**src/rtl/wb_arbiter_pkg.sv**
```systemverilog
// Shared types and constants for the writeback arbiter: FU count, widths,
// the buffered result entry and the debug view of the arbiter state.
package wb_arbiter_pkg;

  localparam int FU_NUM    = 4;
  localparam int PHYS_REGS = 64;
  localparam int PHYS_W    = $clog2(PHYS_REGS);
  localparam int DW        = 32;
  localparam int EPOCH_W   = 3;
  localparam int DEPTH     = 2;
  localparam int FU_W      = $clog2(FU_NUM);
  localparam int PTR_W     = $clog2(DEPTH);
  localparam int OCC_W     = PTR_W + 1;

  typedef struct packed {
    logic [PHYS_W-1:0]  pd;
    logic [DW-1:0]      data;
    logic [EPOCH_W-1:0] epoch;
    logic               killed;
  } wb_entry_t;

  typedef struct packed {
    logic [0:0]         state;
    logic [FU_W-1:0]    lock_fu;
    logic [FU_W-1:0]    rr_ptr;
    logic [EPOCH_W-1:0] cur_epoch;
  } wb_dbg_t;

endpackage

```
**src/rtl/wb_arbiter_if.sv**
```systemverilog
// FU result inputs, flush request and the PRF writeback port of wb_arbiter.
interface wb_arbiter_if;
  import wb_arbiter_pkg::*;

  // Handshakes (fu_valid/fu_ready, wb_valid/wb_ready): a transfer happens on a
  // clock edge where both are high; once valid is raised, its payload stays
  // stable until the transfer (wb_* may only withdraw when a flush kills it).
  logic [FU_NUM-1:0]               fu_valid;
  logic [FU_NUM-1:0]               fu_ready;
  logic [FU_NUM-1:0][PHYS_W-1:0]   fu_pd;
  logic [FU_NUM-1:0][DW-1:0]       fu_data;
  logic [FU_NUM-1:0][EPOCH_W-1:0]  fu_epoch;
  logic                            flush_valid;
  logic [EPOCH_W-1:0]              flush_epoch;
  logic                            wb_valid;
  logic                            wb_ready;
  logic [PHYS_W-1:0]               wb_pd;
  logic [DW-1:0]                   wb_data;
  logic [EPOCH_W-1:0]              wb_epoch;
  logic [FU_W-1:0]                 wb_fu;
  logic [FU_NUM-1:0][OCC_W-1:0]    occ;

  modport master (
    output fu_valid, fu_pd, fu_data, fu_epoch, flush_valid, flush_epoch, wb_ready,
    input  fu_ready, wb_valid, wb_pd, wb_data, wb_epoch, wb_fu, occ
  );

  modport slave (
    input  fu_valid, fu_pd, fu_data, fu_epoch, flush_valid, flush_epoch, wb_ready,
    output fu_ready, wb_valid, wb_pd, wb_data, wb_epoch, wb_fu, occ
  );

endinterface

```
**src/rtl/wb_arbiter_result_fifo.sv**
```systemverilog
// Per-FU result buffer: DEPTH entries, in-place kill of stale epochs on flush,
// head and occupancy straight from registers.
module wb_result_fifo
  import wb_arbiter_pkg::*;
(
  input  logic               clk,
  input  logic               rst,
  input  logic               push_i,
  input  wb_entry_t          push_entry_i,
  input  logic               pop_i,
  input  logic               flush_i,
  input  logic [EPOCH_W-1:0] flush_epoch_i,
  output wb_entry_t          head_o,
  output logic [OCC_W-1:0]   occ_o
);

  wb_entry_t [DEPTH-1:0] mem_q, mem_d;
  logic [PTR_W-1:0]      wr_ptr_q, rd_ptr_q;
  logic [OCC_W-1:0]      occ_q;

  // Entries are never compacted; stale ones are only marked and drained at the head.
  always_comb begin
    mem_d = mem_q;
    if (flush_i) begin
      for (int e = 0; e < DEPTH; e++) begin
        if (mem_q[e].epoch != flush_epoch_i) mem_d[e].killed = 1'b1;
      end
    end
    if (push_i) mem_d[wr_ptr_q] = push_entry_i;
  end

  always_ff @(posedge clk or posedge rst) begin
    if (rst) begin
      mem_q    <= '0;
      wr_ptr_q <= '0;
      rd_ptr_q <= '0;
      occ_q    <= '0;
    end else begin
      mem_q <= mem_d;
      if (push_i) wr_ptr_q <= wr_ptr_q + 1'b1;
      if (pop_i)  rd_ptr_q <= rd_ptr_q + 1'b1;
      occ_q <= occ_q + OCC_W'(push_i) - OCC_W'(pop_i);
    end
  end

  assign head_o = mem_q[rd_ptr_q];
  assign occ_o  = occ_q;

endmodule

```
**src/rtl/wb_arbiter.sv**
```systemverilog
// Round-robin writeback arbiter: FU_NUM result buffers feed one PRF write port,
// with a lock that holds the grant across backpressure and epoch-based squash.
module wb_arbiter
  import wb_arbiter_pkg::*;
(
  input  logic        clk,
  input  logic        rst,
  wb_arbiter_if.slave bus,
  output wb_dbg_t     dbg_o
);

  localparam logic [0:0] ST_IDLE = 1'b0;
  localparam logic [0:0] ST_LOCK = 1'b1;

  logic [0:0]                   state_q, state_d;
  logic [FU_W-1:0]              lock_fu_q, lock_fu_d, rr_ptr_q, rr_ptr_d;
  logic [EPOCH_W-1:0]           cur_epoch_q, cur_epoch_d;
  wb_entry_t [FU_NUM-1:0]       head, push_entry;
  logic [FU_NUM-1:0]            push, pop, eligible, ready;
  logic [FU_NUM-1:0][OCC_W-1:0] occ;
  logic                         found, locked_ok, valid, xfer;
  logic [FU_W-1:0]              pick, idx, winner;

  // A result pushed during a flush is judged against the post-flush epoch.
  assign cur_epoch_d = bus.flush_valid ? bus.flush_epoch : cur_epoch_q;

  for (genvar g = 0; g < FU_NUM; g++) begin : g_fu
    assign ready[g]      = occ[g] < OCC_W'(DEPTH);
    assign push[g]       = bus.fu_valid[g] && ready[g];
    assign push_entry[g] = '{pd: bus.fu_pd[g], data: bus.fu_data[g], epoch: bus.fu_epoch[g],
                             killed: (bus.fu_epoch[g] != cur_epoch_d)};
    assign eligible[g]   = (occ[g] != '0) && !head[g].killed;
    assign pop[g]        = ((occ[g] != '0) && head[g].killed) || (xfer && (winner == FU_W'(g)));

    wb_result_fifo u_fifo (
      .clk           (clk),
      .rst           (rst),
      .push_i        (push[g]),
      .push_entry_i  (push_entry[g]),
      .pop_i         (pop[g]),
      .flush_i       (bus.flush_valid),
      .flush_epoch_i (bus.flush_epoch),
      .head_o        (head[g]),
      .occ_o         (occ[g])
    );
  end

  always_comb begin
    found = 1'b0;
    pick  = '0;
    idx   = '0;
    for (int k = 0; k < FU_NUM; k++) begin
      idx = FU_W'((int'(rr_ptr_q) + k) % FU_NUM);
      if (!found && eligible[idx]) begin
        found = 1'b1;
        pick  = idx;
      end
    end
  end

  assign locked_ok = (state_q == ST_LOCK) && eligible[lock_fu_q];
  assign winner    = locked_ok ? lock_fu_q : pick;
  assign valid     = locked_ok || found;
  assign xfer      = valid && bus.wb_ready;

  always_comb begin
    state_d   = ST_IDLE;
    lock_fu_d = lock_fu_q;
    rr_ptr_d  = rr_ptr_q;
    if (xfer) begin
      rr_ptr_d = (winner == FU_W'(FU_NUM - 1)) ? '0 : winner + 1'b1;
    end else if (valid && !(bus.flush_valid && (head[winner].epoch != bus.flush_epoch))) begin
      state_d   = ST_LOCK;
      lock_fu_d = winner;
    end
  end

  always_ff @(posedge clk or posedge rst) begin
    if (rst) begin
      state_q     <= ST_IDLE;
      lock_fu_q   <= '0;
      rr_ptr_q    <= '0;
      cur_epoch_q <= '0;
    end else begin
      state_q     <= state_d;
      lock_fu_q   <= lock_fu_d;
      rr_ptr_q    <= rr_ptr_d;
      cur_epoch_q <= cur_epoch_d;
    end
  end

  assign bus.fu_ready = ready;
  assign bus.occ      = occ;
  assign bus.wb_valid = valid;
  assign bus.wb_pd    = valid ? head[winner].pd    : '0;
  assign bus.wb_data  = valid ? head[winner].data  : '0;
  assign bus.wb_epoch = valid ? head[winner].epoch : '0;
  assign bus.wb_fu    = winner;

  assign dbg_o = '{state: state_q, lock_fu: lock_fu_q, rr_ptr: rr_ptr_q, cur_epoch: cur_epoch_q};

endmodule

```
**src/flat_wrapper.sv**
```systemverilog
// flat-port wrapper written by rule: the top's interface ports become plain ports
module wb_arbiter_flat import wb_arbiter_pkg::*;
  (clk, rst, dbg_o, bus_fu_valid, bus_fu_pd, bus_fu_data, bus_fu_epoch, bus_flush_valid, bus_flush_epoch, bus_wb_ready, bus_fu_ready, bus_wb_valid, bus_wb_pd, bus_wb_data, bus_wb_epoch, bus_wb_fu, bus_occ);
  wb_arbiter_if bus_i ();
  input  logic clk;
  input  logic rst;
  output wb_dbg_t dbg_o;
  input wire logic [$bits(bus_i.fu_valid)-1:0] bus_fu_valid;
  input wire logic [$bits(bus_i.fu_pd)-1:0] bus_fu_pd;
  input wire logic [$bits(bus_i.fu_data)-1:0] bus_fu_data;
  input wire logic [$bits(bus_i.fu_epoch)-1:0] bus_fu_epoch;
  input wire logic [$bits(bus_i.flush_valid)-1:0] bus_flush_valid;
  input wire logic [$bits(bus_i.flush_epoch)-1:0] bus_flush_epoch;
  input wire logic [$bits(bus_i.wb_ready)-1:0] bus_wb_ready;
  output wire logic [$bits(bus_i.fu_ready)-1:0] bus_fu_ready;
  output wire logic [$bits(bus_i.wb_valid)-1:0] bus_wb_valid;
  output wire logic [$bits(bus_i.wb_pd)-1:0] bus_wb_pd;
  output wire logic [$bits(bus_i.wb_data)-1:0] bus_wb_data;
  output wire logic [$bits(bus_i.wb_epoch)-1:0] bus_wb_epoch;
  output wire logic [$bits(bus_i.wb_fu)-1:0] bus_wb_fu;
  output wire logic [$bits(bus_i.occ)-1:0] bus_occ;
  assign bus_i.fu_valid = bus_fu_valid;
  assign bus_i.fu_pd = bus_fu_pd;
  assign bus_i.fu_data = bus_fu_data;
  assign bus_i.fu_epoch = bus_fu_epoch;
  assign bus_i.flush_valid = bus_flush_valid;
  assign bus_i.flush_epoch = bus_flush_epoch;
  assign bus_i.wb_ready = bus_wb_ready;
  assign bus_fu_ready = bus_i.fu_ready;
  assign bus_wb_valid = bus_i.wb_valid;
  assign bus_wb_pd = bus_i.wb_pd;
  assign bus_wb_data = bus_i.wb_data;
  assign bus_wb_epoch = bus_i.wb_epoch;
  assign bus_wb_fu = bus_i.wb_fu;
  assign bus_occ = bus_i.occ;
  wb_arbiter u_core (.clk(clk), .rst(rst), .bus(bus_i), .dbg_o(dbg_o));
endmodule
```
**config.mk**
```make
export PLATFORM = sky130hd
export DESIGN_NAME = wb_arbiter_flat
export DESIGN_NICKNAME = d
export VERILOG_FILES = /design/src/rtl/wb_arbiter_pkg.sv /design/src/rtl/wb_arbiter_if.sv /design/src/rtl/wb_arbiter_result_fifo.sv /design/src/rtl/wb_arbiter.sv /design/src/flat_wrapper.sv
export SDC_FILE = /design/constraint.sdc
export NUM_CORES = 1
export LEC_CHECK = 0
export ABC_AREA = 1
export CORE_MARGIN = 10
export CORE_UTILIZATION = 40
export DETAILED_ROUTE_END_ITERATION = 8
export PLACE_DENSITY = 0.57
export SLEW_MARGIN = 20
export SYNTH_ARGS = -nofsm -noshare
export SYNTH_HDL_FRONTEND = slang
export SYNTH_SLANG_ARGS = --single-unit
```
**constraint.sdc**
```tcl
create_clock -name clk -period 34.4 [get_ports clk]
set_clock_uncertainty 0.05 [all_clocks]
set_input_delay 6.88 -clock clk [delete_from_list [all_inputs] [get_ports clk]]
set_output_delay 6.88 -clock clk [all_outputs]
set_load 0.02 [all_outputs]
```
Word-level counts from Yosys, hierarchy flattened
Cells that the tools add are included.
{"block": "word_totals", "ff_bits": 360, "latchBits": 0, "ramBits": 0, "mem_bits_ro": 0, "in_bits": 175, "elab_cells": 221, "n_memories": 0}
{"block": "classes", "add_sub_neg": 20, "multipliers": 0, "n_div": 0, "n_lt_le_gt_ge": 22, "eq_ne": 16, "shifts": 0, "mux": 68, "bitwise": 1, "n_reduce_logical": 46}
{"op": "$mux W42", "count": 13}
{"op": "$bwmux W84", "count": 4}
{"op": "$mux W43", "count": 4}
{"op": "$demux W42 S1", "count": 4}
{"op": "$bmux W42 S2", "count": 1}
{"op": "$ne A3 B3 Y1", "count": 13}
{"op": "$mux W32", "count": 1}
{"op": "$logic_and A1 B1 Y1", "count": 27}
{"op": "$mux W1", "count": 27}
{"op": "$lt A2 B3 Y1 const B", "count": 6}
{"op": "$lt A1 B2 Y1 const B", "count": 8}
{"op": "$mux W2", "count": 6}
{"op": "$bmux W1 S2", "count": 5}
{"op": "$add A1 B1 Y1 const B", "count": 8}
{"op": "$add A2 B1 Y2", "count": 4}
{"op": "$logic_not A1 Y1", "count": 8}
{"op": "$lt A2 B2 Y1 const B", "count": 4}
{"op": "$reduce_bool A2 Y1", "count": 4}
{"op": "$sub A2 B1 Y2", "count": 4}
{"op": "$mux W3", "count": 2}
{"op": "$mux W6", "count": 1}
{"op": "$logic_or A1 B1 Y1", "count": 5}
{"op": "$add A2 B1 Y2 const B", "count": 2}
{"op": "$add A2 B2 Y2 const B", "count": 2}
{"op": "other kinds (6)", "count": 10}

Depth between registers and ports, before layout
Gate-level depths: netlist (run 1).
{"block": "depth", "depth_word": 25, "ltp_mapped": 25}

Cells and area by module
Synthesis (run 1) repeated with hierarchy kept, for this count alone.
{"block": "unflattened", "cells_unflattened": 2127, "area_unflattened_um2": 18251.3}
{"module": "wb_result_fifo", "instances": 4, "cells_per_inst": 404, "area_per_inst_um2": 3922.5}
{"module": "wb_arbiter", "instances": 1, "cells_per_inst": 511, "area_per_inst_um2": 2561.2}

Least setup slack after synthesis (run 1)
No wires, ideal clock.
{"block": "synth_timing", "path_kind": "register to output", "start": "reg u_core.g_fu[2].u_fifo.occ_q[1]", "end": "out bus_wb_data[30]", "t_arrival_ns": 2.669, "t_required_ns": 27.470, "path_slack_ns": 24.801, "path_stages_with_launch": 13, "n_path_buf": 1, "cell_sequence": "dfrtp_1 > inv_1 > nand2_1 > nand3_2 > nand3_1 > nand2_2 > nand3_4 > nor2_1 > nor2_1 > a21oi_2 > clkbuf_1 > o211ai_1 > a21oi_1"}
{"block": "synth_via", "elab_chain_len": 18, "word_cells_on_any_way": 32, "classes_between": "22 x mux; 10 x reduce/logical"}
{"element": "start: declaration", "line": "wb_arbiter_result_fifo.sv:19", "text": "logic [OCC_W-1:0] occ_q;"}
{"element": "start signal: assignment", "line": "wb_arbiter_result_fifo.sv:42", "text": "occ_q <= occ_q + OCC_W'(push_i) - OCC_W'(pop_i);"}
{"element": "$reduce_bool A2 Y1 (*)", "line": "wb_arbiter.sv:32", "text": "assign eligible[g] = (occ[g] != '0) && !head[g].killed;"}
{"element": "$logic_and A1 B1 Y1 (*)", "line": "wb_arbiter.sv:32"}
{"element": "$bmux W1 S2", "line": "wb_arbiter.sv:54", "text": "if (!found && eligible[idx]) begin"}
{"element": "$mux W1 (implied by the code)", "line": "wb_arbiter.sv:54"}
{"element": "$mux W1", "line": "wb_arbiter.sv:54"}
{"element": "$logic_not A1 Y1", "line": "wb_arbiter.sv:54"}
{"element": "$logic_and A1 B1 Y1", "line": "wb_arbiter.sv:54"}
{"element": "$mux W1", "line": "wb_arbiter.sv:54"}
{"element": "[3 not listed]"}
{"element": "$logic_not A1 Y1", "line": "wb_arbiter.sv:54"}
{"element": "$logic_and A1 B1 Y1", "line": "wb_arbiter.sv:54"}
{"element": "$mux W2", "line": "wb_arbiter.sv:54"}
{"element": "$mux W2 (*)", "line": "wb_arbiter.sv:62", "text": "assign winner = locked_ok ? lock_fu_q : pick;"}
{"element": "named net bus_wb_fu[1]", "line": "flat_wrapper.sv:20", "text": "output wire logic [$bits(bus_i.wb_fu)-1:0] bus_wb_fu;"}
{"element": "$bmux W42 S2 (*)", "line": "wb_arbiter.sv:96", "text": "assign bus.wb_data = valid ? head[winner].data : '0;"}
{"element": "$mux W42 (*)"}
{"element": "$mux W32 (*)", "line": "wb_arbiter.sv:96"}
{"element": "end: declaration", "line": "flat_wrapper.sv:18", "text": "output wire logic [$bits(bus_i.wb_data)-1:0] bus_wb_data;"}
The timed path passes the listed nets; every way through them passes the cells marked *. The select of a mux whose other input is x is not followed.

Worst setup path in the final report (run 1)
{"block": "layout_timing", "start": "reg u_core.g_fu[0].u_fifo.rd_ptr_q", "end": "out bus_wb_data[27]"}
{"block": "layout_via", "elab_chain_len": 20, "word_cells_on_any_way": 34, "classes_between": "24 x mux; 10 x reduce/logical"}
{"element": "start: declaration", "line": "wb_arbiter_result_fifo.sv:18", "text": "logic [PTR_W-1:0] wr_ptr_q, rd_ptr_q;"}
{"element": "start signal: assignment", "line": "wb_arbiter_result_fifo.sv:41", "text": "if (pop_i) rd_ptr_q <= rd_ptr_q + 1'b1;"}
{"element": "$mux W42 (implied by the code) (*) (2 in series)", "line": "wb_arbiter_result_fifo.sv:46", "text": "assign head_o = mem_q[rd_ptr_q];"}
{"element": "$logic_not A1 Y1", "line": "wb_arbiter.sv:32"}
{"element": "$logic_and A1 B1 Y1", "line": "wb_arbiter.sv:32"}
{"element": "$bmux W1 S2", "line": "wb_arbiter.sv:54"}
{"element": "$mux W1 (implied by the code)", "line": "wb_arbiter.sv:54"}
{"element": "$mux W1", "line": "wb_arbiter.sv:54"}
{"element": "$logic_not A1 Y1", "line": "wb_arbiter.sv:54"}
{"element": "$logic_and A1 B1 Y1", "line": "wb_arbiter.sv:54"}
{"element": "[3 not listed]"}
{"element": "$mux W1", "line": "wb_arbiter.sv:54"}
{"element": "$logic_not A1 Y1", "line": "wb_arbiter.sv:54"}
{"element": "$logic_and A1 B1 Y1", "line": "wb_arbiter.sv:54"}
{"element": "$mux W2", "line": "wb_arbiter.sv:54"}
{"element": "$mux W2", "line": "wb_arbiter.sv:62"}
{"element": "$bmux W42 S2", "line": "wb_arbiter.sv:96"}
{"element": "$mux W42"}
{"element": "$mux W32 (*)", "line": "wb_arbiter.sv:96"}
Every way passes the cells marked *; elsewhere a longest branch is shown, timed or not. The select of a mux whose other input is x is not followed.

==> results.yml, run 1 <==
worst_setup_path:
  cp_data_required_time_ns: 27.47
  crit_arrival_ns: 6.02
  crit_fanout: 79
  path_class: "reg2out"
  start_kind: "flip-flop"
  end_kind: "output pin"
yosys:
  ys_seq_area_share_pct: 51.4
  syn_nets: 2426
  yosysTopAreaCellShare_pct: 51.4
  ys_async_sr_fraction_pct: 100
  synth.cell_area_mm2: 0.0175
  synth-main-ff-cell: "dfrtp_1"
  yosysWarningCount: 0
  synth_area_leaders: "dfrtp_1 51%, o21ai_0 13%, nand2_1 11%, nor2_1 5.4%, inv_1 4.5%"
  synth_edf_count: 0
  synth-seq-cells: 360
  syn_inst: 2239
  yosys.area.top_type: "dfrtp_1"
  synth.avg_cell_area_um2: 7.82
  synth_cell_types: 36
floorplanning:
  die_h_um: 229
  pin_count: 239
  dieArea_mm2: 0.0526
  initial_utilization_pct: 40.6
  rows: 76
  coreArea_mm2: 0.0432
  die_width_um: 229
clocking:
  cts_tree: "yes"
  clockBufferDepth: 3
  clkTransAtPathRegs_ns: 0.06
  cts_resized: 0
  cts_sinks: 360
  clkLatencyLatePin_ns: 0.56
  root_buffer: "clkbuf_16"
  cts_buffers: 42
  cts_setup_buffers: 0
  htreeDepth: 2
  hold_buffers: 0
sta:
  tightest_slew_ns: 0.995
  rsz0062_at_grt: "false"
  max_freq_mhz: 77.2
  slew_headroom_pct: 33.7
  fin_crit_ns: 12.95
  drv_slew: 0
  final.setup.tns_ns: 0
  fin_crit_sh_pct: 37.6
  hold_viol_final: 0
  finalSetupViolCount: 0
final_layout:
  finalNetCount: 2582
  multi_input_area_mm2: 0.00710
  final_common_cell: "nand2_1"
  fill_cells: 4301
  most-common-layout-cells: "529 x nand2_1, 459 x o21ai_0, 360 x dfrtp_1, 252 x nor2_1, 238 x clkdlybuf4s50_1"
  layout-drive-gt1-share_pct: 4.91
  seq_area_mm2: 0.00901
  synthToLayoutAreaGrowth_pct: 23.2
placed_design:
  numPortBuffers: 238
  dpl.hpwl_um: 41600
  gp_congestion: 0.998
global_routing:
  grt_usage_pct: 22.0
  antenna_found_initial: 2
  grt_pass1_wl_um: 91300
  grt_pass1_vias: 15600
  grt_overflow: 0
  grt_start_max_net_pins: 159
route:
  drtPass1Iterations: 6
  route.detailed.drc: 0
  routed_wl_um: 58700
  drt_iter0_drc: 1288
  vias: 15500
  ant_nets: 0
  viasPerCell: 5.13
  wl_per_cell_um: 19.5
worst_hold_path:
  min_path_type: "reg2reg"
run_status:
  status: "completed"
job:
  drv_cap: 0
-- path summary, 6_finish.rpt --
kind / from / to / slack, ns / cells after the start
worst max register to register: u_core.g_fu[0].u_fifo.rd_ptr_q$_DFFE_PP0N_ / u_core.g_fu[1].u_fifo.occ_o[1]$_DFF_PP0_ / 28.82 / 22
max in group asynchronous: rst / u_core.g_fu[0].u_fifo.mem_q[23]$_DFFE_PP0P_ / 25.85 / 3
min in group asynchronous: rst / u_core.g_fu[2].u_fifo.occ_o[1]$_DFF_PP0_ / 6.82 / 2
worst max-delay path: u_core.g_fu[0].u_fifo.rd_ptr_q$_DFFE_PP0N_ / bus_wb_data[27] / 21.45 / 18
worst min-delay path: u_core.g_fu[3].u_fifo.mem_q[15]$_DFFE_PP0P_ / u_core.g_fu[3].u_fifo.mem_q[15]$_DFFE_PP0P_ / 0.42 / 2
worst min register to register: u_core.g_fu[3].u_fifo.mem_q[15]$_DFFE_PP0P_ / u_core.g_fu[3].u_fifo.mem_q[15]$_DFFE_PP0P_ / 0.42 / 2
-- Yosys cell counts, types with 10 or more instances --
| master | number |
|---|---|
| clkbuf_1 | 118 |
| nand3_1 | 93 |
| o21ai_0 | 459 |
| ha_1 | 12 |
| o211ai_1 | 37 |
| nor2_1 | 254 |
| nand2_2 | 10 |
| nand2_1 | 532 |
| buf_2 | 10 |
| xor2_1 | 27 |
| dfrtp_1 | 360 |
| xnor2_1 | 10 |
| a21oi_1 | 47 |
| inv_1 | 211 |
-- logic make-up after synthesis --
logic type	after synthesis	share of synthesized area, %
AOI/OAI and AO/OA	563	16.8
buffers and inverters	362	8.15
and+or+nand+nor	900	20.5
DFF	360	51.4
muxes	4	0.229
xor gates and xnor gates	38	2.01
adders and majority gates	12	0.857
-- critical path: stages (launching register included) --
cell and delay, ns:
dfrtp_1 0.32, buf_4 0.47, inv_4 0.34, nand2_2 0.16, nand2_2 0.08, nand3_1 0.10
nand3_1 0.11, nand2_2 0.15, nand3_4 0.12, nor2_8 0.52, nor2_4 0.11, nand2_4 0.42
buf_4 0.69, inv_1 0.09, buf_4 0.30, o21ai_0 0.14, nand3_1 0.10, a21oi_1 0.40
clkdlybuf4s50_1 0.69
-- routing by layer --
layer / part of all wire, % / up-vias / track usage, %
met5: 0 / - / 0
met4: 4.1 / 0 / 9.66
met3: 5.8 / 103 / 4.43
met2: 49 / 456 / 37.2
met1: 41 / 7422 / 26.8
li1: - / 7475 / -
-- flip-flops by register name, indices dropped and copies added (netlist names) --
signal and flops:
u_core.g_fu.u_fifo.wr_ptr_q 4, u_core.g_fu.u_fifo.mem_q 336, u_core.lock_fu_q 2, u_core.rr_ptr_q 2, u_core.state_q 1, u_core.g_fu.u_fifo.rd_ptr_q 4
u_core.cur_epoch_q 3, u_core.g_fu.u_fifo.occ_o 8
-- through the flow --
step	hold WS, ns	utilization (%)	cell area [um2]	cells	worst slack, ns
3_3_place_gp	0.403	46.8	20200	2936	22.13
2_1_floorplan	0.392	-	17500	2239	17.48
5_1_grt	0.437	50.0	21600	3011	21.00
6_report	0.419	50.0	21600	3013	21.45
4_1_cts	0.423	50.0	21600	3011	21.48
3_5_place_dp	0.408	46.8	20200	2936	22.08
-- layout make-up --
class                           instances  share of cell area [%]
Sequential cell                       360                    41.7
Antenna cell                            2                  0.0232
Multi-Input combinational cell       1517                    32.9
Inverter                              218                    3.86
Tap cell                              585                    3.39
Clock buffer                           61                    5.76
Clock inverter                         14                   0.603
Timing Repair Buffer                  256                    11.7
Power of run 1 is not shown: default switching activity piles up to over one toggle a cycle in this logic, so the estimate is an artifact.
==> inputs of run 2 (changes only) <==
- clock period: 34.4 -> 12.5 ns (I/O delays scaled with it)
==> results.yml, run 2 (synthesis gave the netlist of run 1 again) <==
worst_setup_path:
  r2r-start: "u_core.g_fu[2].u_fifo.rd_ptr_q$_DFFE_PP0N_"
  slowest_stage: "clkdlybuf4s50_1"
  cp_data_required_time_ns: 9.95
  cp-startpoint: "u_core.g_fu[2].u_fifo.rd_ptr_q$_DFFE_PP0N_"
  start_kind: "flip-flop"
  crit_fanout: 57
  crit_arrival_ns: 5.87
  path_cells: "buf_4 > inv_4 > nand2_2 > nand2_2 > nand3_1 > nand3_1 > nand2_2 > nand3_4 > nor2_8 > nor2_4 > nand2_4 > inv_1 > buf_4 > o21ai_0 > nand3_1 > a21oi_1 > clkdlybuf4s50_1"
  max_stage_delay_ns: 0.71
  path_class: "reg2out"
  end_kind: "output pin"
sta:
  setup_ws_ns: 4.08
  rsz0062_at_grt: "false"
  fin_crit_sh_pct: 67.4
  max_freq_mhz: 119
  drv_slew: 0
  fin_crit_ns: 8.42
  tightest_slew_ns: 1.03
  hold_viol_final: 0
  whs_ns: 0.418
  finalSetupViolCount: 0
  final.setup.tns_ns: 0
  slew_headroom_pct: 31.1
final_layout:
  synthToLayoutAreaGrowth_pct: 22.8
  instances_no_fill: 3012
  most-common-layout-cells: "529 x nand2_1, 459 x o21ai_0, 358 x dfrtp_1, 252 x nor2_1, 238 x clkdlybuf4s50_1"
  layout-drive-gt1-share_pct: 4.94
  finalNetCount: 2583
  final_common_cell: "nand2_1"
  fill_cells: 4319
  largest_register: "u_core.g_fu.u_fifo.mem_q"
  antenna_cells: 0
  largest_reg_flops: 336
clocking:
  cts_buffers: 41
  clkTransAtPathRegs_ns: 0.06
  cts_tree: "yes"
  hold_buffers: 0
  cts_resized: 0
  clockBufferDepth: 3
  cts_setup_buffers: 0
  root_buffer: "clkbuf_16"
  cts_sinks: 360
  clkLatencyLatePin_ns: 0.55
  htreeDepth: 2
placed_design:
  placedCellCount: 2938
  dpl.hpwl_um: 41500
  gp_congestion: 0.913
  dp_slack_ns: 4.66
  numPortBuffers: 238
floorplanning:
  initial_utilization_pct: 40.6
  dieArea_mm2: 0.0526
  die_h_um: 229
  rows: 76
  pin_count: 239
  die_width_um: 229
  coreArea_mm2: 0.0432
global_routing:
  grt_pass1_vias: 15600
  grt_start_max_net_pins: 160
  antenna_found_initial: 1
  grt_pass1_wl_um: 92400
  grt_overflow: 0
  grt_usage_pct: 22.2
route:
  drtPass1Iterations: 5
  ant_nets: 0
  routed_wl_um: 59300
  drt_iter0_drc: 1414
  viasPerCell: 5.16
  vias: 15500
  wl_per_cell_um: 19.7
  route.detailed.drc: 0
job:
  drv_cap: 0
worst_hold_path:
  min_path_type: "reg2reg"
  hold_start: "u_core.g_fu[3].u_fifo.mem_q[7]$_DFFE_PP0P_"
run_status:
  status: "completed"
[run 2: worst paths after layout]
| check | cells past startpoint | to | slack (ns) |
|---|---|---|---|
| worst max-delay path | 17 | bus_wb_data[28] | 4.08 |
| worst min-delay path | 2 | u_core.g_fu[3].u_fifo.mem_q[7]$_DFFE_PP0P_ | 0.42 |
| worst max register to register | 21 | u_core.g_fu[3].u_fifo.occ_o[1]$_DFF_PP0_ | 7.09 |
| worst min register to register | 2 | u_core.g_fu[3].u_fifo.mem_q[7]$_DFFE_PP0P_ | 0.42 |
| max in group asynchronous | 4 | u_core.g_fu[2].u_fifo.mem_q[20]$_DFFE_PP0P_ | 8.36 |
| min in group asynchronous | 3 | u_core.g_fu[3].u_fifo.mem_q[37]$_DFFE_PP0P_ | 2.44 |
[run 2: layout make-up]
cell class	instances	area, um2	area share [%]
Clock buffer	61	1200	5.59
Clock inverter	13	75.1	0.349
Inverter	218	830	3.86
Multi-Input combinational cell	1517	7110	33.1
Sequential cell	360	9010	41.9
Tap cell	585	732	3.40
Timing Repair Buffer	258	2540	11.8
[run 2: layer usage]
layer  vias to the layer above  GRT usage [%]  part of all wire (%)
met3                        81           3.91                   6.0
met2                       491           37.4                    48
met1                      7474           28.7                    43
met5                         -              0                 0.022
met4                         2           6.58                   2.4
li1                       7484              -                     -
[run 2: critical path, delay by kind of cell (launching register included)]
family | cells | cell delay (ns)
buffers and inverters | 5 | 2.45
and+or+nand+nor | 10 | 1.95
AOI/OAI and AO/OA | 2 | 0.52
DFF | 1 | 0.32
[run 2: per-stage QoR]
step | util (%) | cell area (um2)
2_1_floorplan | - | 17500
3_3_place_gp | 46.8 | 20200
3_5_place_dp | 46.8 | 20200
4_1_cts | 49.8 | 21500
5_1_grt | 49.8 | 21500
6_report | 49.8 | 21500
Power of run 2 is left out for the same reason.
==> variant 1: new RTL, settings of run 1 <==
Make the reset (`rst`) synchronous in 2 clocked blocks.
--- a/src/rtl/wb_arbiter_result_fifo.sv
+++ b/src/rtl/wb_arbiter_result_fifo.sv
@@ -29,7 +29,7 @@
     if (push_i) mem_d[wr_ptr_q] = push_entry_i;
   end
 
-  always_ff @(posedge clk or posedge rst) begin
+  always_ff @(posedge clk) begin
     if (rst) begin
       mem_q    <= '0;
       wr_ptr_q <= '0;
--- a/src/rtl/wb_arbiter.sv
+++ b/src/rtl/wb_arbiter.sv
@@ -75,7 +75,7 @@
     end
   end
 
-  always_ff @(posedge clk or posedge rst) begin
+  always_ff @(posedge clk) begin
     if (rst) begin
       state_q     <= ST_IDLE;
       lock_fu_q   <= '0;
Formal check against the unedited RTL: not equivalent (Yosys sat finds a counterexample within 4 cycles, from zero or initial values and one cycle with rst high; the reset may be asserted at any time).
==> variant 1 against run 1 <==
Sequential cell count did not move; routed wire length rose by 6.2%; register-to-register slack got worse by 80 ps; final area fell by 4.7%; setup slack improved by 100 ps; synthesized area fell by 5.5%; largest cell class is now multi-input combinational cells.
==> variant 1: results (changes against run 1) <==
| Result | This run | Change |
| --- | --- | --- |
| DRT Wirelength | 62400 um | +6.2% |
| GRT Overall Usage | 23.9% | +1.9 points |
| Minimum setup slack among reg-to-reg paths | 28740 ps | -80 ps |
| Final HPWL from detailed placement | 43100 um | +3.5% |
| Result of the run | finished, final reports clean |  |
| Hold Slack | 396 ps | -22.8 ps |
| Post-Route M1 WL | 29300 um | +21% |
| Number of flip-flops and latches | 360 | unchanged |
| Detailed route wirelength on metal3 | 5360 um | +56% |
| Length of routed met2 wiring | 26400 um | -7.9% |
| Buffering overhead | 12.3% | +0.61 points |
| Global-route wire length before repair | 94000 um | +3.0% |
| Area used by sequential logic in the layout | 7210 um2 | -20% |
| Non-CTS buffers | 259 | +1.2% |
| Placement-stage cell area | 19000 um2 | -5.8% |
| Placement Setup Slack | 22200 ps | +121 ps |
| Worst reg2reg path startpoint | u_core.g_fu[1].u_fifo.rd_ptr_q$_SDFFE_PP0N_ |  |
| Hold path startpoint | u_core.g_fu[0].u_fifo.mem_q[11]$_SDFFE_PP0P_ |  |
| Hold Path Sink | u_core.g_fu[0].u_fifo.mem_q[11]$_SDFFE_PP0P_ |  |
| CP max-delay cell | sky130_fd_sc_hd__clkinv_2 |  |
| Met1 usage | 33.5% | +6.6 points |
| Number of global-route vias before repair | 15200 | -2.7% |
| Highest layer used for signal routing | met5 |  |
| Share of layout cells above drive strength 1 | 5.18% | +0.27 points |
| Area of the core region | 40900 um2 | -5.2% |
[variant 1: changes by cell type after synthesis, moves of 6 or more]
cell	before	now
sky130_fd_sc_hd__dfrtp_1	360	0
sky130_fd_sc_hd__a21oi_1	47	345
sky130_fd_sc_hd__xor2_1	27	14
sky130_fd_sc_hd__nor2_1	254	216
sky130_fd_sc_hd__o21ai_0	459	374
sky130_fd_sc_hd__clkbuf_1	118	153
sky130_fd_sc_hd__dfxtp_1	0	360
sky130_fd_sc_hd__inv_2	3	9
sky130_fd_sc_hd__buf_2	10	18
sky130_fd_sc_hd__o21ai_1	2	28
sky130_fd_sc_hd__a221oi_1	0	36
sky130_fd_sc_hd__nand2_1	532	376
sky130_fd_sc_hd__xnor2_1	10	3
[variant 1: logic make-up after synthesis]
logic type	count (synthesis)	share of synthesized area, %
simple gates	707	17.3
xor+xnor	18	0.997
fa+ha+maj	12	0.907
compound gates	851	27.6
flops	360	43.5
buf+inv	410	9.63
==> variant 2: new RTL, flow settings as in run 1 <==
Without the edit above. Set the package constant `DEPTH` to 4 (it was 2).
--- a/src/rtl/wb_arbiter_pkg.sv
+++ b/src/rtl/wb_arbiter_pkg.sv
@@ -7,7 +7,7 @@
   localparam int PHYS_W    = $clog2(PHYS_REGS);
   localparam int DW        = 32;
   localparam int EPOCH_W   = 3;
-  localparam int DEPTH     = 2;
+  localparam int DEPTH     = 4;
   localparam int FU_W      = $clog2(FU_NUM);
   localparam int PTR_W     = $clog2(DEPTH);
   localparam int OCC_W     = PTR_W + 1;
Ports: changed (resized bus_occ); port bits go from 239 to 243. No check against the original RTL was run, so the function may have changed too.
==> variant 2 against run 1 <==
Via count rose by 80%; sequential share of layout area rose by 4.3 points; worst hold slack improved by 7.7 ps; synthesized cell count rose by 77%; largest cell class unchanged; core utilization fell by 3.0 points; non-clock buffer count rose by 31; final area rose by 78%; sequential cell count rose by 348; setup slack got worse by 310 ps; highest routed layer is now met5; routed wire length rose by 83%; synthesized area rose by 88%; die area rose by 80%.
==> variant 2: results (changes against run 1) <==
| Result | This run | Change |
| --- | --- | --- |
| Count of inserted antenna diode cells | 0 | -2 |
| Placement-stage cell area | 36000 um2 | +78% |
| Fill cell instance count of the final layout | 8229 | +91% |
| Number of global-route vias before repair | 26500 | +69% |
| H-Tree Level Count | 3 | +1 |
| Largest Register | u_core.g_fu.u_fifo.mem_q |  |
| Share of layout cells above drive strength 1 | 5.75% | +0.85 points |
| Crit path largest cell delay | 730 ps | +40 ps |
| Average via count per standard cell | 5.38 | +4.8% |
| Via count | 27800 | +80% |
| Number of library cell types mapped by synthesis | 40 | +11% |
| Pin count of the biggest net entering global routing | 176 | +11% |
| CP max-delay cell | sky130_fd_sc_hd__clkdlybuf4s50_1 |  |
| Proportion of synthesized chip area in sequential cells | 53.7% | +2.3 points |
| Final count of negative-setup-slack endpoints | 0 | unchanged |
| NumNets Final | 4250 | +65% |
| Layout-stage area growth over the synthesis result | 16.8% |  |
| Placement Setup Slack | 21860 ps | -225 ps |
| Worst slew pin tran | 1070 ps | +73.0 ps |
| Global-route wire length before repair | 166000 um | +81% |
| Root buffer cell | sky130_fd_sc_hd__clkbuf_16 |  |
| Number of buffers inserted during clock tree synthesis | 79 | +88% |
| Maximum fanout along the worst path | 88 | +11% |
| Count of placed standard cells including taps | 5032 | +71% |
| Post-Syn Nets | 4171 | +72% |
| Worst Path Arrival | 6330 ps | +310 ps |
| Asr flop ratio synth | 100% | unchanged |
| GRT Overall Usage | 22.5% | +0.51 points |
| Warnings from Yosys | 0 | unchanged |
| Flip-flop count of the largest register, all copies and words added | 672 | +100% |
| Result of the run | finished, final reports clean |  |
| Initial antenna violation count | 3 | +1 |
| DRT Wirelength | 108000 um | +83% |
| Most area-consuming cells after synthesis | sky130_fd_sc_hd__dfrtp_1, sky130_fd_sc_hd__o21ai_0, sky130_fd_sc_hd__nand2_1, sky130_fd_sc_hd__nor2_1, sky130_fd_sc_hd__o22ai_1 |  |
| Average footprint of a synthesized cell | 8.32 um2 | +6.4% |
| DR iter-0 viols | 2684 | +110% |
| Port Buffer Count | 242 | +1.7% |
| Clock latency of the later-clocked register in the worst-skew pair | 630 ps | +70 ps |
| Weighted congestion at the end of routability-driven global placement | 0.870 | -13% |
| Final HPWL from detailed placement | 71000 um | +71% |
| Leading post-synthesis cells by instance count | sky130_fd_sc_hd__o21ai_0, sky130_fd_sc_hd__nand2_1, sky130_fd_sc_hd__dfrtp_1, sky130_fd_sc_hd__nor2_1, sky130_fd_sc_hd__inv_1 |  |
[variant 2: cell count changes after synthesis, sizes merged, moves of 16 or more]
cell	change
o21ai	+527
dfrtp	+348
nand2	+341
o22ai	+156
clkbuf	+113
nor2	+84
a21oi	+51
a221oi	+37
o211ai	-37
inv	+36
buf	+32
nand3	-25
ha	+16
[variant 2: layer usage]
layer  up-vias  track usage (%)  routed length, um
met4         4             7.87               3920
met1     13500             31.8              48300
met2       813             34.5              48300
met5         -                0                 24
li1      13400                -                  -
met3       160             3.98               7260
[variant 2: final cells by class]
class / count / area share (%)
Sequential cell: 708 / 46.0
Multi-Input combinational cell: 2712 / 34.3
Timing Repair Buffer: 287 / 7.20
Clock buffer: 123 / 6.08
Tap cell: 1070 / 3.48
Inverter: 255 / 2.51
Clock inverter: 16 / 0.468
[variant 2: final timing paths]
| path | startpoint | endpoint | slack (ps) | cells past startpoint |
|---|---|---|---|---|
| min in group asynchronous | rst | u_core.g_fu[2].u_fifo.mem_q[40]$_DFFE_PP0P_ | 6790 | 2 |
| max in group asynchronous | rst | u_core.g_fu[1].u_fifo.mem_q[146]$_DFFE_PP0P_ | 24340 | 5 |
| min | u_core.g_fu[1].u_fifo.mem_q[106]$_DFFE_PP0P_ | u_core.g_fu[1].u_fifo.mem_q[106]$_DFFE_PP0P_ | 430 | 2 |
| max | u_core.g_fu[2].u_fifo.rd_ptr_q[0]$_DFFE_PP0N_ | bus_wb_data[2] | 21140 | 16 |
| min reg2reg | u_core.g_fu[1].u_fifo.mem_q[106]$_DFFE_PP0P_ | u_core.g_fu[1].u_fifo.mem_q[106]$_DFFE_PP0P_ | 430 | 2 |
| max reg2reg | u_core.g_fu[2].u_fifo.rd_ptr_q[0]$_DFFE_PP0N_ | u_core.g_fu[1].u_fifo.occ_o[2]$_DFF_PP0_ | 28090 | 23 |
[variant 2: where the power goes]
part / leakage, uW / switching (uW) / internal, uW / total [uW]
Clock: 0.00124 / 346 / 490 / 836
Sequential: 0.00884 / 209 / 1210 / 1420
Combinational: 0.00778 / 1720 / 864 / 2580
Total: 0.0179 / 2280 / 2560 / 4840
[variant 2: cells by family after synthesis]
kind of cell | count (synthesis) | synth area share, %
AOI/OAI and AO/OA | 1323 | 21.9
and+or+nand+nor | 1308 | 15.4
DFF | 708 | 53.7
buffers and inverters | 544 | 6.41
xor gates and xnor gates | 49 | 1.32
adders and majority gates | 32 | 1.30
